File: src/rtl/neural_network_pkg.sv
// Shared fixed-point types, limits and the accumulator FSM encoding for the neuron datapath
// (multiplier, saturator, accumulator).
package neural_network_pkg;

    localparam int FIXED_POINT_LENGTH   = 16;
    localparam int FIXED_POINT_POSITION = 10;

    typedef logic signed [FIXED_POINT_LENGTH-1:0] fixed_point_t;

    typedef enum logic [1:0] {
        IDLE  = 2'd0,
        ACCUM = 2'd1,
        DONE  = 2'd2
    } accum_state_t;

    // Clamp limits of the fixed-point word, shared with the multiplier's saturation path.
    localparam fixed_point_t MAX_VALUE = {1'b0, {(FIXED_POINT_LENGTH-1){1'b1}}};
    localparam fixed_point_t MIN_VALUE = {1'b1, {(FIXED_POINT_LENGTH-1){1'b0}}};

endpackage

File: src/rtl/fixed_point_saturator.sv
// Combinational signed clamp from IN_LENGTH bits down to OUT_LENGTH bits (IN_LENGTH >= OUT_LENGTH).
module fixed_point_saturator #(
    parameter int IN_LENGTH  = 20,
    parameter int OUT_LENGTH = 16
) (
    input  logic signed [IN_LENGTH-1:0]  value_in,
    output logic signed [OUT_LENGTH-1:0] value_out
);

    // The value fits when every bit from the output sign bit upward agrees.
    logic [IN_LENGTH-OUT_LENGTH:0] top_bits;

    always_comb begin
        top_bits = value_in[IN_LENGTH-1:OUT_LENGTH-1];
        if ((&top_bits) || !(|top_bits)) begin
            value_out = value_in[OUT_LENGTH-1:0];
        end else if (value_in[IN_LENGTH-1]) begin
            value_out = {1'b1, {(OUT_LENGTH-1){1'b0}}};
        end else begin
            value_out = {1'b0, {(OUT_LENGTH-1){1'b1}}};
        end
    end

endmodule

File: src/rtl/neuron_accumulator.sv
// Sums NUM_INPUTS signed fixed-point products onto a bias and emits one saturated result per start.
// Optional macro NEURON_ACCUMULATOR_RELU_EN clamps negative results to zero.
module neuron_accumulator #(
    parameter int FIXED_POINT_LENGTH   = 16,
    parameter int FIXED_POINT_POSITION = 10,
    parameter int NUM_INPUTS           = 8
) (
    input  logic                          clk_in,
    input  logic                          rst_in,
    input  logic                          start_in,
    input  logic [FIXED_POINT_LENGTH-1:0] bias_in,
    input  logic [FIXED_POINT_LENGTH-1:0] product_in,
    input  logic                          product_valid_in,
    output logic [FIXED_POINT_LENGTH-1:0] sum_out,
    output logic                          sum_valid_out,
    output logic                          busy_out
);

    import neural_network_pkg::*;

    localparam int L          = FIXED_POINT_LENGTH;
    localparam int ACC_LENGTH = L + $clog2(NUM_INPUTS + 1);
    localparam int CNT_W      = $clog2(NUM_INPUTS + 1);

    // Bias and products share one Q format, so no alignment shift exists; reject nonsense configs.
    if (NUM_INPUTS < 1 || FIXED_POINT_POSITION >= FIXED_POINT_LENGTH) begin : g_bad_param
        $error("neuron_accumulator: invalid NUM_INPUTS or FIXED_POINT_POSITION");
    end

    accum_state_t                 state_reg, state_next;
    logic signed [ACC_LENGTH-1:0] acc_reg, acc_next;
    logic [CNT_W-1:0]             count_reg, count_next;
    logic [L-1:0]                 sum_reg, sum_next;
    logic                         valid_reg, valid_next;
    logic                         busy_reg;

    logic signed [L-1:0]          sat_value;
    logic [L-1:0]                 result_value;

    fixed_point_saturator #(
        .IN_LENGTH  (ACC_LENGTH),
        .OUT_LENGTH (L)
    ) u_saturator (
        .value_in  (acc_reg),
        .value_out (sat_value)
    );

`ifdef NEURON_ACCUMULATOR_RELU_EN
    assign result_value = sat_value[L-1] ? '0 : sat_value;
`else
    assign result_value = sat_value;
`endif

    always_comb begin
        state_next = state_reg;
        acc_next   = acc_reg;
        count_next = count_reg;
        sum_next   = sum_reg;
        valid_next = 1'b0;
        case (state_reg)
            IDLE: begin
                if (start_in) begin
                    acc_next   = {{(ACC_LENGTH-L){bias_in[L-1]}}, bias_in};
                    count_next = '0;
                    state_next = ACCUM;
                end
            end
            ACCUM: begin
                if (product_valid_in) begin
                    acc_next   = acc_reg + {{(ACC_LENGTH-L){product_in[L-1]}}, product_in};
                    count_next = count_reg + CNT_W'(1);
                    if (count_reg == CNT_W'(NUM_INPUTS - 1)) begin
                        state_next = DONE;
                    end
                end
            end
            DONE: begin
                sum_next   = result_value;
                valid_next = 1'b1;
                state_next = IDLE;
            end
            default: state_next = IDLE;
        endcase
    end

    always_ff @(posedge clk_in) begin
        if (rst_in) begin
            state_reg <= IDLE;
            acc_reg   <= '0;
            count_reg <= '0;
            sum_reg   <= '0;
            valid_reg <= 1'b0;
            busy_reg  <= 1'b0;
        end else begin
            state_reg <= state_next;
            acc_reg   <= acc_next;
            count_reg <= count_next;
            sum_reg   <= sum_next;
            valid_reg <= valid_next;
            busy_reg  <= (state_next != IDLE);
        end
    end

    assign sum_out       = sum_reg;
    assign sum_valid_out = valid_reg;
    assign busy_out      = busy_reg;

endmodule

File: config.mk
export PLATFORM = sky130hd
export DESIGN_NAME = neuron_accumulator
export DESIGN_NICKNAME = d
export VERILOG_FILES = /design/src/rtl/neural_network_pkg.sv /design/src/rtl/fixed_point_saturator.sv /design/src/rtl/neuron_accumulator.sv
export SDC_FILE = /design/constraint.sdc
export NUM_CORES = 1
export LEC_CHECK = 0
export ABC_AREA = 1
export CORE_MARGIN = 10
export CORE_UTILIZATION = 50
export DETAILED_ROUTE_END_ITERATION = 8
export PLACE_DENSITY = 0.89
export SYNTH_ARGS = -nofsm -noshare
export SYNTH_HDL_FRONTEND = slang
export SYNTH_SLANG_ARGS = --single-unit
export TNS_END_PERCENT = 20
File: constraint.sdc
create_clock -name clk_in -period 2.1 [get_ports clk_in]
set_input_delay 0.21 -clock clk_in [delete_from_list [all_inputs] [get_ports clk_in]]
set_output_delay 0.21 -clock clk_in [all_outputs]
set_load 0.02 [all_outputs]
==> results of run 1 <==
-- through the flow --
step	util, %	hold slack [ns]	setup TNS, ns	area [um2]
floorplan	-	0.364	0	3000
global placement	62.6	0.461	-0.0606	3680
detailed placement	62.6	0.472	-0.202	3680
CTS	64.6	0.485	0	3800
global route	64.6	0.510	0	3800
finish	64.6	0.494	0	3800
-- critical path, delay by kind of cell, from the launching register on --
kind                     cells  cell delay [ns]
AO/OA/AOI/OAI                1             0.12
buffers and inverters        3             0.18
AND/OR/NAND/NOR              7             0.60
adder cells (fa/ha/maj)      2             0.57
flip-flops                   1             0.37
-- cell usage in the layout (no fill, tap or decap) --
master           instances
xor2_1                   2
nor4_2                   1
clkinv_4                 1
bufinv_16                1
a21oi_1                 34
inv_1                   43
o21ai_1                 12
clkdlybuf4s50_1         53
nor3_1                   2
and2_1                   2
clkbuf_8                 6
or2_1                    1
a21o_1                   3
nor2_1                  36
buf_4                   16
ha_1                    20
nand4_1                  4
nor3_2                   1
o21a_1                   1
o211ai_1                 3
a31oi_1                  1
or2_0                    2
o21bai_1                 1
nand3_2                  5
dfxtp_1                 44
nor2_4                   3
nor2_2                   4
nand3b_1                 2
inv_2                    6
o21ai_0                 31
a21oi_2                  9
fa_1                     1
nand2_2                  4
a21oi_4                  1
nand2_1                134
o21ai_2                  2
nand3_1                 22
xnor2_1                  4
-- cell families after synthesis --
logic type	after synthesis	synth area share, %
simple gates	223	32.8
xor+xnor	6	1.75
buf+inv	60	8.33
compound gates	98	18.8
fa+ha+maj	21	9.00
flops	44	29.3
-- where the power goes --
part,total [uW],internal [uW],switching (uW)
Sequential,936,881,55.0
Combinational,759,313,446
Clock,699,389,310
Total,2390,1580,812
-- worst paths after layout --
path	endpoint	cells after the start
worst min register to register	sum_out[15]$_SDFFE_PP0P_	2
worst max register to register	acc_reg[8]$_SDFFE_PP0P_	13
worst max-delay path	acc_reg[8]$_SDFFE_PP0P_	13
worst min-delay path	sum_out[15]$_SDFFE_PP0P_	2
-- cell type report --
class / count / area share (%)
flip-flops and latches: 44 / 23.2
inverters: 49 / 4.84
multi-input cells: 348 / 49.2
clock inverters: 2 / 1.02
repair buffers: 69 / 17.1
well taps: 75 / 2.47
clock buffers: 6 / 2.17
-- layer usage --
metal	share of wire, %	routed length, um	track usage (%)
met1	42	3750	20.4
met2	47	4180	31.3
met3	6.7	590	5.19
met4	3.5	306	7.72
met5	0	0	0
==> results_dict.tcl, run 1 <==
set metrics [dict create \
    grt_usage_pct 18.2 \
    layout_setup_ws_ns 0.178 \
    fin_crit_sh_pct 91.5 \
    io_buffer_count 53 \
    worst-slew-pin-transition_ns 0.617 \
    total_power_uw 2390 \
    pwr_density_cell_nw_per_um2 630 \
    syn_area_per_cell_um2 6.65 \
    cts_buffers 5 \
    reg2reg_setup_slack_ns 0.18 \
    hp-start "sum_out[15]$_SDFFE_PP0P_" \
    clock_skew_ns 0.0111 \
    synth.distinct_cells 37 \
    path_max_fanout 3 \
    htree_levels 2 \
    yosysWarnings 0 \
    gp_congestion 0.922 \
    path_class "register to register" \
    synth.most_common_cell "nand2_1" \
    fin_cells 593 \
    yosysSeqAreaShare_pct 29.3 \
    dp_hpwl_um 7040 \
    r2r-start "acc_reg[0]$_SDFFE_PP0P_" \
    irDropWorstVdd_mv 0.531 \
    synth_area_leaders "dfxtp_1 29%, nand2_1 17%, ha_1 8.3%, a21oi_1 5.7%, inv_1 5.4%" \
    synth_edf_count 0 \
    crit_slowest_cell "fa_1" \
    drv_slew 0 \
    yosysTopAreaCell "dfxtp_1" \
    relSlewSlack_pct 58.9 \
    nets 574 \
    antenna_found_initial 0 \
    power.leakage_uw 0.00175 \
    grt_max_degree 22 \
    cp-startpoint "acc_reg[0]$_SDFFE_PP0P_" \
    setup_viol 0 \
    synth_ff_type "dfxtp_1" \
    initial_utilization_pct 51.0 \
    viasPerCell 5.45 \
    crit_path_cell_trace "ha_1 > inv_1 > fa_1 > inv_1 > nand3_1 > nand3_2 > nand2_1 > nand2_2 > inv_2 > or2_1 > nand2_1 > nor2_1 > o21ai_2" \
    die_w_um 97.5 \
    finalHoldViolations 0 \
    drc 0 \
    syn_area_um2 3000 \
    drt_first_pass_iters 5 \
    cts.reportedPaths.clkPinSlew_ns 0.09 \
    seqCellArea_um2 881 \
    filler_cell_count 514 \
    routedWlPerCell_um 14.9 \
    async_reset_ff_share_pct 0 \
    drt_iter0_drc 218 \
    syn_to_final_growth_pct 26.6 \
    drv_cap 0 \
    drt-total-wl_um 8830 \
    syn_inst 452 \
    critPathLaunchType "register" \
    clock_sinks 44 \
    drive_gt1_share_pct 11.6 \
    yosys.area.top_type_share_pct 29.3 \
    post-route-min-period_ns 1.92 \
    largest_reg_flops 20 \
    n_antenna_cell 0 \
    hold_path_class "register to register" \
    overflow 0 \
    hold_buffers 0 \
    worst_ep_arrival_time_ns 2.17 \
    grt_pass1_wl_um 14700 \
    end_kind "register" \
    ios 54 \
    status "completed" \
    post_cts_buffers 0 \
    synth_common_cells "134 x nand2_1, 44 x dfxtp_1, 43 x inv_1" \
    grt_pass1_vias 3216 \
    clockBufferDepth 2 \
    vias 3230 \
    clk_latency_ns 0.31 \
    rsz0062_at_grt "false" \
    slowest_delay_ns 0.39 \
    num_rows 28 \
    coreArea_um2 5890 \
    drt.antenna.violating_nets 0 \
    cts_tree "yes" \
    cts_resized 0 \
    synthesis.nets 509 \
    die_y_um 97.5 \
    fmax_mhz 520 \
    clockRootBuffer "clkbuf_8" \
    dpl_worst_slack_ns -0.112 \
    worstPathRequired_ns 2.35 \
    placed_cells 585 \
    multi_input_area_um2 1870 \
    dieArea_um2 9510 \
    synth_seq_cells 44 \
]
Note: power is estimated with default switching activity, not from simulation.
==> run 2: changes to the inputs <==
--- a/config.mk
+++ b/config.mk
@@ -6,6 +6,7 @@
 export NUM_CORES = 1
 export LEC_CHECK = 0
 export ABC_AREA = 1
+export CAP_MARGIN = 20
 export CORE_MARGIN = 10
 export CORE_UTILIZATION = 50
 export DETAILED_ROUTE_END_ITERATION = 8
==> constraint.sdc (replaced) <==
create_clock -name clk_in -period 2.1 [get_ports clk_in]
set_input_delay 0.21 -clock clk_in [delete_from_list [all_inputs] [get_ports clk_in]]
set_output_delay 0.21 -clock clk_in [all_outputs]
set_load 0.01 [all_outputs]
==> results of run 2 <==
Same layout as run 1 (identical final DEF). Status: completed.
Main changes from that run: worst IR drop on VDD 0.531 mV -> 0.527 mV
